$ cat config.mk
export PLATFORM = sky130hd
export DESIGN_NAME = systolic_tile_feeder_flat
export DESIGN_NICKNAME = d
export VERILOG_FILES = /design/src/rtl/systolic_tile_feeder_if.sv /design/src/rtl/systolic_tile_feeder.sv /design/src/flat_wrapper.sv
export SDC_FILE = /design/constraint.sdc
export NUM_CORES = 1
export LEC_CHECK = 0
export CAP_MARGIN = 20
export CORE_MARGIN = 10
export CORE_UTILIZATION = 53
export DETAILED_ROUTE_END_ITERATION = 6
export PLACE_DENSITY = 0.86
export SYNTH_ARGS = -nofsm -noshare
export SYNTH_HDL_FRONTEND = slang
export SYNTH_SLANG_ARGS = --single-unit
$ cat constraint.sdc
create_clock -name clk -period 19.7 [get_ports clk]
set_input_delay 5.91 -clock clk [delete_from_list [all_inputs] [get_ports clk]]
set_output_delay 5.91 -clock clk [all_outputs]
set_load 0.005 [all_outputs]
$ cat src/rtl/systolic_tile_feeder_if.sv
// Buffer-read and systolic-array signal bundle between the tile feeder (master)
// and the global buffers / systolic array (slave).
interface systolic_tile_feeder_if #(
    parameter int INPUT_DATA_WIDTH = 8,
    parameter int SYS_ARRAY_SIZE   = 4,
    parameter int K_SIZE           = 8,
    parameter int ADDR_WIDTH       = 16
);
    localparam int VEC_W = INPUT_DATA_WIDTH * SYS_ARRAY_SIZE;

    logic                      buf_ready;
    logic                      a_rd_en;
    logic [ADDR_WIDTH-1:0]     a_addr;
    logic [VEC_W-1:0]          a_rdata;
    logic                      b_rd_en;
    logic [ADDR_WIDTH-1:0]     b_addr;
    logic [VEC_W-1:0]          b_rdata;
    logic [SYS_ARRAY_SIZE-1:0] sa_in_valid;
    logic [K_SIZE-1:0]         sa_k;
    logic [VEC_W-1:0]          sa_A;
    logic [VEC_W-1:0]          sa_B;
    logic                      sa_out_valid;

    modport master (
        input  buf_ready, a_rdata, b_rdata, sa_out_valid,
        output a_rd_en, a_addr, b_rd_en, b_addr, sa_in_valid, sa_k, sa_A, sa_B
    );

    modport slave (
        output buf_ready, a_rdata, b_rdata, sa_out_valid,
        input  a_rd_en, a_addr, b_rd_en, b_addr, sa_in_valid, sa_k, sa_A, sa_B
    );
endinterface

$ cat src/rtl/systolic_tile_feeder.sv
// Systolic tile feeder: streams A columns / B rows for a number of tiles from
// the global buffers into the array, then waits for every C row to drain.
module systolic_tile_feeder #(
    parameter int INPUT_DATA_WIDTH = 8,
    parameter int SYS_ARRAY_SIZE   = 4,
    parameter int K_SIZE           = 8,
    parameter int ADDR_WIDTH       = 16,
    parameter int TILE_WIDTH       = 8,
    parameter int DRAIN_TIMEOUT    = 64
) (
    input  logic                  clk,
    input  logic                  rst,
    input  logic                  start,
    input  logic [K_SIZE-1:0]     k_cfg,
    input  logic [TILE_WIDTH-1:0] tiles_cfg,
    input  logic [ADDR_WIDTH-1:0] a_base,
    input  logic [ADDR_WIDTH-1:0] b_base,
    systolic_tile_feeder_if.master bus,
    output logic                  busy,
    output logic                  done,
    output logic                  err_timeout
);
    localparam int VEC_W  = INPUT_DATA_WIDTH * SYS_ARRAY_SIZE;
    localparam int ROW_W  = TILE_WIDTH + $clog2(SYS_ARRAY_SIZE) + 1;
    localparam int IDLE_W = $clog2(DRAIN_TIMEOUT + 1);

    typedef enum logic [1:0] {S_IDLE, S_FEED, S_DRAIN, S_DONE} state_t;

    state_t                state, state_nxt;
    logic [K_SIZE-1:0]     k_lat;
    logic [TILE_WIDTH-1:0] tiles_lat;
    logic [ADDR_WIDTH-1:0] a_base_lat, b_base_lat;
    logic [K_SIZE-1:0]     step;
    logic [TILE_WIDTH-1:0] tile;
    logic [ADDR_WIDTH-1:0] off;
    logic [ROW_W-1:0]      row_cnt, row_total;
    logic [IDLE_W-1:0]     idle_cnt;
    logic                  start_ok, cfg_empty, last_rd, rows_done, timeout_hit, rd_en;
    logic                  rd_vld_p1;
    logic [VEC_W-1:0]      sa_a_p1, sa_b_p1;

    assign start_ok    = (state == S_IDLE) && start;
    assign cfg_empty   = (k_cfg == '0) || (tiles_cfg == '0);
    // t*k+s is kept as a running offset, so addresses wrap naturally at ADDR_WIDTH
    assign last_rd     = (tile == tiles_lat - TILE_WIDTH'(1)) && (step == k_lat - K_SIZE'(1));
    assign row_total   = ROW_W'(tiles_lat) * ROW_W'(SYS_ARRAY_SIZE);
    assign rows_done   = (row_cnt == row_total);
    assign timeout_hit = (idle_cnt == IDLE_W'(DRAIN_TIMEOUT));

    // State register
    always_ff @(posedge clk or posedge rst) begin
        if (rst) state <= S_IDLE;
        else     state <= state_nxt;
    end

    // Next-state logic
    always_comb begin
        state_nxt = state;
        case (state)
            S_IDLE:  if (start) state_nxt = cfg_empty ? S_DONE : S_FEED;
            S_FEED:  if (bus.buf_ready && last_rd) state_nxt = S_DRAIN;
            S_DRAIN: if (rows_done || timeout_hit) state_nxt = S_DONE;
            S_DONE:  state_nxt = S_IDLE;
            default: state_nxt = S_IDLE;
        endcase
    end

    // Per-state outputs: read strobe only while feeding with buffers ready
    always_comb begin
        rd_en = 1'b0;
        busy  = 1'b0;
        done  = 1'b0;
        case (state)
            S_FEED: begin
                rd_en = bus.buf_ready;
                busy  = 1'b1;
            end
            S_DRAIN: busy = 1'b1;
            S_DONE: begin
                busy = 1'b1;
                done = 1'b1;
            end
            default: ;
        endcase
    end

    assign bus.a_rd_en     = rd_en;
    assign bus.b_rd_en     = rd_en;
    assign bus.a_addr      = rd_en ? a_base_lat + off : '0;
    assign bus.b_addr      = rd_en ? b_base_lat + off : '0;
    assign bus.sa_k        = k_lat;
    assign bus.sa_in_valid = {SYS_ARRAY_SIZE{rd_vld_p1}};
    assign bus.sa_A        = sa_a_p1;
    assign bus.sa_B        = sa_b_p1;

    // Latch the job configuration on an accepted start
    always_ff @(posedge clk or posedge rst) begin
        if (rst) begin
            k_lat      <= '0;
            tiles_lat  <= '0;
            a_base_lat <= '0;
            b_base_lat <= '0;
        end else if (start_ok) begin
            k_lat      <= k_cfg;
            tiles_lat  <= tiles_cfg;
            a_base_lat <= a_base;
            b_base_lat <= b_base;
        end
    end

    // Step/tile/offset counters advance only on an issued read
    always_ff @(posedge clk or posedge rst) begin
        if (rst) begin
            step <= '0;
            tile <= '0;
            off  <= '0;
        end else if (start_ok) begin
            step <= '0;
            tile <= '0;
            off  <= '0;
        end else if (rd_en) begin
            off <= off + ADDR_WIDTH'(1);
            if (step == k_lat - K_SIZE'(1)) begin
                step <= '0;
                tile <= tile + TILE_WIDTH'(1);
            end else begin
                step <= step + K_SIZE'(1);
            end
        end
    end

    // Count drained C rows outside IDLE, and idle cycles while draining
    always_ff @(posedge clk or posedge rst) begin
        if (rst) begin
            row_cnt  <= '0;
            idle_cnt <= '0;
        end else begin
            if (start_ok)
                row_cnt <= '0;
            else if (state != S_IDLE && bus.sa_out_valid)
                row_cnt <= row_cnt + ROW_W'(1);
            if (state != S_DRAIN || bus.sa_out_valid)
                idle_cnt <= '0;
            else
                idle_cnt <= idle_cnt + IDLE_W'(1);
        end
    end

    // Sticky timeout flag, cleared when the next job is accepted
    always_ff @(posedge clk or posedge rst) begin
        if (rst)
            err_timeout <= 1'b0;
        else if (start_ok)
            err_timeout <= 1'b0;
        else if (state == S_DRAIN && !rows_done && timeout_hit)
            err_timeout <= 1'b1;
    end

    // p0 -> p1: read data and its valid move to the array one cycle after the strobe
    always_ff @(posedge clk or posedge rst) begin
        if (rst) begin
            rd_vld_p1 <= 1'b0;
            sa_a_p1   <= '0;
            sa_b_p1   <= '0;
        end else begin
            rd_vld_p1 <= rd_en;
            if (rd_en) begin
                sa_a_p1 <= bus.a_rdata;
                sa_b_p1 <= bus.b_rdata;
            end
        end
    end
endmodule
$ cat src/flat_wrapper.sv
// flat-port wrapper written by rule: the top's interface ports become plain ports
module systolic_tile_feeder_flat 
#(
    parameter int INPUT_DATA_WIDTH = 8,
    parameter int SYS_ARRAY_SIZE   = 4,
    parameter int K_SIZE           = 8,
    parameter int ADDR_WIDTH       = 16,
    parameter int TILE_WIDTH       = 8,
    parameter int DRAIN_TIMEOUT    = 64
)
  (clk, rst, start, k_cfg, tiles_cfg, a_base, b_base, busy, done, err_timeout, bus_buf_ready, bus_a_rdata, bus_b_rdata, bus_sa_out_valid, bus_a_rd_en, bus_a_addr, bus_b_rd_en, bus_b_addr, bus_sa_in_valid, bus_sa_k, bus_sa_A, bus_sa_B);
  systolic_tile_feeder_if #(.INPUT_DATA_WIDTH(INPUT_DATA_WIDTH), .SYS_ARRAY_SIZE(SYS_ARRAY_SIZE), .K_SIZE(K_SIZE), .ADDR_WIDTH(ADDR_WIDTH)) bus_i ();
  input  logic clk;
  input  logic rst;
  input  logic start;
  input  logic [K_SIZE-1:0] k_cfg;
  input  logic [TILE_WIDTH-1:0] tiles_cfg;
  input  logic [ADDR_WIDTH-1:0] a_base;
  input  logic [ADDR_WIDTH-1:0] b_base;
  output logic busy;
  output logic done;
  output logic err_timeout;
  input wire logic [$bits(bus_i.buf_ready)-1:0] bus_buf_ready;
  input wire logic [$bits(bus_i.a_rdata)-1:0] bus_a_rdata;
  input wire logic [$bits(bus_i.b_rdata)-1:0] bus_b_rdata;
  input wire logic [$bits(bus_i.sa_out_valid)-1:0] bus_sa_out_valid;
  output wire logic [$bits(bus_i.a_rd_en)-1:0] bus_a_rd_en;
  output wire logic [$bits(bus_i.a_addr)-1:0] bus_a_addr;
  output wire logic [$bits(bus_i.b_rd_en)-1:0] bus_b_rd_en;
  output wire logic [$bits(bus_i.b_addr)-1:0] bus_b_addr;
  output wire logic [$bits(bus_i.sa_in_valid)-1:0] bus_sa_in_valid;
  output wire logic [$bits(bus_i.sa_k)-1:0] bus_sa_k;
  output wire logic [$bits(bus_i.sa_A)-1:0] bus_sa_A;
  output wire logic [$bits(bus_i.sa_B)-1:0] bus_sa_B;
  assign bus_i.buf_ready = bus_buf_ready;
  assign bus_i.a_rdata = bus_a_rdata;
  assign bus_i.b_rdata = bus_b_rdata;
  assign bus_i.sa_out_valid = bus_sa_out_valid;
  assign bus_a_rd_en = bus_i.a_rd_en;
  assign bus_a_addr = bus_i.a_addr;
  assign bus_b_rd_en = bus_i.b_rd_en;
  assign bus_b_addr = bus_i.b_addr;
  assign bus_sa_in_valid = bus_i.sa_in_valid;
  assign bus_sa_k = bus_i.sa_k;
  assign bus_sa_A = bus_i.sa_A;
  assign bus_sa_B = bus_i.sa_B;
  systolic_tile_feeder #(.INPUT_DATA_WIDTH(INPUT_DATA_WIDTH), .SYS_ARRAY_SIZE(SYS_ARRAY_SIZE), .K_SIZE(K_SIZE), .ADDR_WIDTH(ADDR_WIDTH), .TILE_WIDTH(TILE_WIDTH), .DRAIN_TIMEOUT(DRAIN_TIMEOUT)) u_core (.clk(clk), .rst(rst), .start(start), .k_cfg(k_cfg), .tiles_cfg(tiles_cfg), .a_base(a_base), .b_base(b_base), .bus(bus_i), .busy(busy), .done(done), .err_timeout(err_timeout));
endmodule
After elaboration in Yosys (flattened, before gate mapping)
Cells that the tools add are included.
Widths: inputs -> output; s select.
- reduce and logical (&&, ||, !) cells: 21
- equal/unequal tests: 11
- shift-type cells: 0
- add/subtract/negate cells: 9
- $mul: 0
- multiplexer cells: 23
- bitwise operators: 0
- divide/modulo/power cells: 0
- order comparisons: 0
- operators by type and width (cell ; number):
    $mux 16 ; 4
    $mux 8 ; 6
    $add 16x16->16 ; 2
    $mux 11 ; 2
    $add 16x1->16 const B ; 1
    $add 8x1->8 const B ; 2
    $eq 8x8->1 ; 2
    $logic_not 8->1 ; 2
    $sub 8x1->8 const B ; 2
    $add 11x1->11 const B ; 1
    $eq 11x10->1 ; 1
    $reduce_bool 2->1 ; 5
    $mux 2 ; 4
    $pmux 2 s4 ; 1
    $add 7x1->7 const B ; 1
    $eq 7x7->1 const B ; 1
    $mux 7 ; 1
    $logic_and 1x1->1 ; 6
    $mux 1 ; 5
    $eq 2x2->1 const B ; 2
    $ne 2x1->1 const B ; 2
    $ne 2x2->1 const B ; 2
    $logic_or 1x1->1 ; 3
    $reduce_and 3->1 ; 1
    5 further kinds ; 5
- ROM bits: 0
- input bits: 117
- output and inout bits: 113
- bits in writable memories: 0
- memories: 0
- register bits after elaboration: 166
- bits in latches: 0

Longest topological paths before layout
- depth after elaboration: 6
- depth in mapped cells: 11

Worst setup path after synthesis
Ideal clock, no wire load.
- kind: input -> output
- from: input bus_buf_ready
- to: output bus_a_addr[5]
- data required time: 13.790 ns
- arrival: 6.933 ns
- cell stages on the path: 6
- setup slack: 6.857 ns
- path buffers: 2
- cells stage by stage: nand2_1 inv_1 clkbuf_1 clkbuf_1 o21ai_0 nor2_1
- cells in the longest elaborated chain, start to end: 2
- RTL lines (element ; RTL line ; RTL):
    start: declaration ; flat_wrapper.sv:23 ; input wire logic [$bits(bus_i.buf_ready)-1:0] bus_buf_ready;
    $mux 1 ; systolic_tile_feeder.sv:73 ; case (state)
    $mux 16 ; systolic_tile_feeder.sv:89 ; assign bus.a_addr = rd_en ? a_base_lat + off : '0;
    end: declaration ; flat_wrapper.sv:28 ; output wire logic [$bits(bus_i.a_addr)-1:0] bus_a_addr;
Every way passes these cells.

Worst setup path in the final report
- from: input bus_buf_ready
- to: output bus_b_addr[14]
- cells in the longest elaborated chain, start to end: 2
- RTL lines (element ; RTL line ; RTL):
    $mux 1 ; systolic_tile_feeder.sv:73 ;
    $mux 16 ; systolic_tile_feeder.sv:90 ; assign bus.b_addr = rd_en ? b_base_lat + off : '0;
    end: declaration ; flat_wrapper.sv:30 ; output wire logic [$bits(bus_i.b_addr)-1:0] bus_b_addr;
Every way passes these cells.

==> results.json <==
{
  "yosys.area.top_type": "dfrtp_1",
  "final_area_um2": 11900,
  "antenna-diode-count": 0,
  "critPathKind": "in -> out",
  "crit_family": "buffers and inverters",
  "maxCapViolCount": 0,
  "initialDrtViolationCount": 419,
  "grt_max_degree": 94,
  "worst_slew_pin_slew_ps": 919,
  "power_density_nw_per_um2": 130,
  "synth_xor_area_share_pct": 8.09,
  "fillers": 1212,
  "synthDistinctLibCells": 61,
  "period_share_pct": 75.8,
  "synthTopCellsByArea": "dfrtp_1 47%, nand2_1 15%, ha_1 6.1%",
  "setup_viol_count_final": 0,
  "maxSlewHeadroom_pct": 38.7,
  "dpl-instance-area_um2": 11300,
  "synth-simple-area-share_pct": 26.6,
  "drive_gt1_share_pct": 4.16,
  "num_rows": 47,
  "wire_per_inst_um": 17.2,
  "vias_per_cell": 5.29,
  "synthAdderAreaFrac_pct": 6.51,
  "grt_usage_pct": 22.1,
  "syn-cell-area_um2": 8880,
  "syn_area_per_cell_um2": 8.61,
  "period_minus_slack_ps": 14940,
  "cts_root_buf": "clkbuf_16",
  "nets": 1400,
  "final_cell_mix": "364 x nand2_1, 229 x clkdlybuf4s50_1, 166 x dfrtp_1",
  "cts-buffers-inserted": 17,
  "cp_common_cell": "clkdlybuf4s50_1",
  "tns_ps": 0,
  "reg2reg_depth": 10,
  "antenna_left": 0,
  "rsz0062_at_grt": "no",
  "status": "completed",
  "cts_tree": "built",
  "die_w_um": 149,
  "cts_max_level": 4,
  "layout_commonest_cell": "nand2_1",
  "crit_chain": "clkdlybuf4s50_1, nand2_4, inv_2, buf_4, nand4_1, o31a_1, nand3_1, clkdlybuf4s50_1",
  "synth_edf_count": 0,
  "cp_max_fo": 52,
  "finalHoldViolCount": 0,
  "gp_congestion": 0.896,
  "synth_fp_nets": 1193,
  "io_buffers": 229,
  "hp-class": "reg -> reg",
  "critPathCaptureType": "output port",
  "hold_depth": 2,
  "area_growth_pct": 33.8,
  "grt_pass1_vias": 7697,
  "critPathSlowestCell": "clkdlybuf4s50_1",
  "required_ps": 13790,
  "slew_viol_final": 0,
  "cp.arrival_ps": 9030,
  "multi_input_area_um2": 4430,
  "yosysSeqAreaShare_pct": 46.8,
  "cts_resized": 0,
  "grt-ovfl-total": 0,
  "ys_warn_count": 0,
  "drt_wl_total_um": 25300,
  "regArea_um2": 4150,
  "ir_drop_uv": 73.0,
  "cpPeakStageDelay_ps": 700,
  "io_pins": 230,
  "remaining_drc_errors": 0,
  "via_count": 7779,
  "die_area_um2": 22300,
  "dp_hpwl_um": 18600,
  "skew_ps": 9.87,
  "clkSinkCount": 166,
  "grt_first_pass_wirelength_um": 39800,
  "clk_path_buf_depth": 2,
  "syn_inst": 1031,
  "synth_compound_gate_area_share_pct": 8.37,
  "synth-main-ff-cell": "dfrtp_1",
  "dieHeight_um": 149,
  "coreArea_um2": 16500,
  "clock_latency_ps": 420,
  "synth_top_area_share_pct": 46.8,
  "clk_pin_slew_ps": 70,
  "ys_async_sr_fraction_pct": 100,
  "ys_seq_elements": 166,
  "synth.mux.area_fraction_pct": 0.240,
  "antenna_found_initial": 0,
  "drtPass1Iterations": 5,
  "path_buf_inv": 4,
  "p_leak_nw": 5.76,
  "post_cts_buffers": 0,
  "hold_buffers": 0,
  "initial_core_util_pct": 53.7,
  "synth_top_family_by_area": "simple AND/OR/NAND/NOR gates",
  "worst-path-stages": 8,
  "fmax_mhz": 66.9,
  "start_kind": "input port"
}
## flip-flops by register name (all words and copies together), names as in the netlist
register and count:
u_core.state 2, u_core.b_base_lat 16, u_core.tiles_lat 8, u_core.bus.sa_B 32
u_core.step 8, u_core.err_timeout 1, u_core.rd_vld_p1 1, u_core.a_base_lat 16
u_core.tile 8, u_core.bus.sa_A 32, u_core.off 16, u_core.row_cnt 11
u_core.idle_cnt 7, u_core.bus.sa_k 8
## per-layer routing
layer	global-route usage, %	routed length (um)
met2	37.3	12300
met5	0	0
met1	27.7	10900
met3	5.28	1730
met4	6.04	403
## final cells by class
class / instances / share of cell area [%]
flip-flops and latches: 166 / 35.0
well taps: 220 / 2.32
inverters: 25 / 0.832
repair buffers: 234 / 19.7
multi-input cells: 794 / 37.3
clock inverters: 14 / 1.18
clock buffers: 18 / 3.70
## Yosys cell counts, drive strengths merged (2+ instances only)
cell,count
a21oi,27
or3,4
nor3,6
nor2,72
dfrtp,166
a211oi,5
buf,13
xor2,48
nand2b,7
nand4,13
o21ai,33
nor4,9
nand3b,2
o211ai,3
nor2b,3
ha,43
fa,2
and3,17
nand2,367
xnor2,34
nor3b,5
o21a,2
and2,5
clkbuf,33
a41oi,2
a221o,3
o21bai,6
and4,5
a2111oi,2
a21o,16
inv,25
nand3,33
a31oi,3
or2,2
## metrics by stage
stage / std cells / hold WS [ps] / setup slack [ps] / utilization (%) / power (mW)
2_1_floorplan: 1031 / 447 / 6860 / - / 0.902
3_3_place_gp: 1438 / 456 / 4810 / 68.3 / 1.20
3_5_place_dp: 1438 / 461 / 4800 / 68.3 / 1.22
4_1_cts: 1470 / 477 / 4800 / 71.8 / 1.55
5_1_grt: 1471 / 487 / 4590 / 71.9 / 1.65
6_report: 1471 / 475 / 4760 / 71.9 / 1.55
## kinds of logic (layout without fill, tap and decap cells)
| family | after synthesis | after routing |
|---|---|---|
| AND/OR/NAND/NOR | 552 | 552 |
| flip-flops | 166 | 166 |
| AO/OA/AOI/OAI | 113 | 113 |
| XOR/XNOR | 82 | 82 |
| buffers and inverters | 71 | 291 |
| adder cells (fa/ha/maj) | 45 | 45 |
| multiplexers | 2 | 2 |
## final timing paths
check,startpoint,to,slack (ps)
hold reg to reg,u_core.bus.sa_A[29],u_core.bus.sa_A[29],470
setup / recovery,bus_buf_ready,bus_b_addr[14],4760
min in group asynchronous,rst,u_core.bus.sa_B[17],5990
hold / removal,u_core.bus.sa_A[29],u_core.bus.sa_A[29],470
setup reg to reg,u_core.state[1],u_core.off[10],16050
max in group asynchronous,rst,u_core.bus.sa_B[3],12180
## worst reg2reg max path, stage by stage, from the launching register on
cell	delay, ps
dfrtp_1	420
inv_1	110
ha_1	450
nand2_4	430
inv_2	560
buf_4	560
nand4_1	220
nor2_1	360
nand3_1	150
xor2_1	170
nor2_1	70
## power breakdown
| part | total [mW] | internal [mW] | switching (mW) |
|---|---|---|---|
| clock | 0.329 | 0.181 | 0.148 |
| sequential | 0.554 | 0.458 | 0.0959 |
| combinational | 0.663 | 0.330 | 0.333 |
| total | 1.55 | 0.970 | 0.577 |
Power figures use the tool's default switching activity.
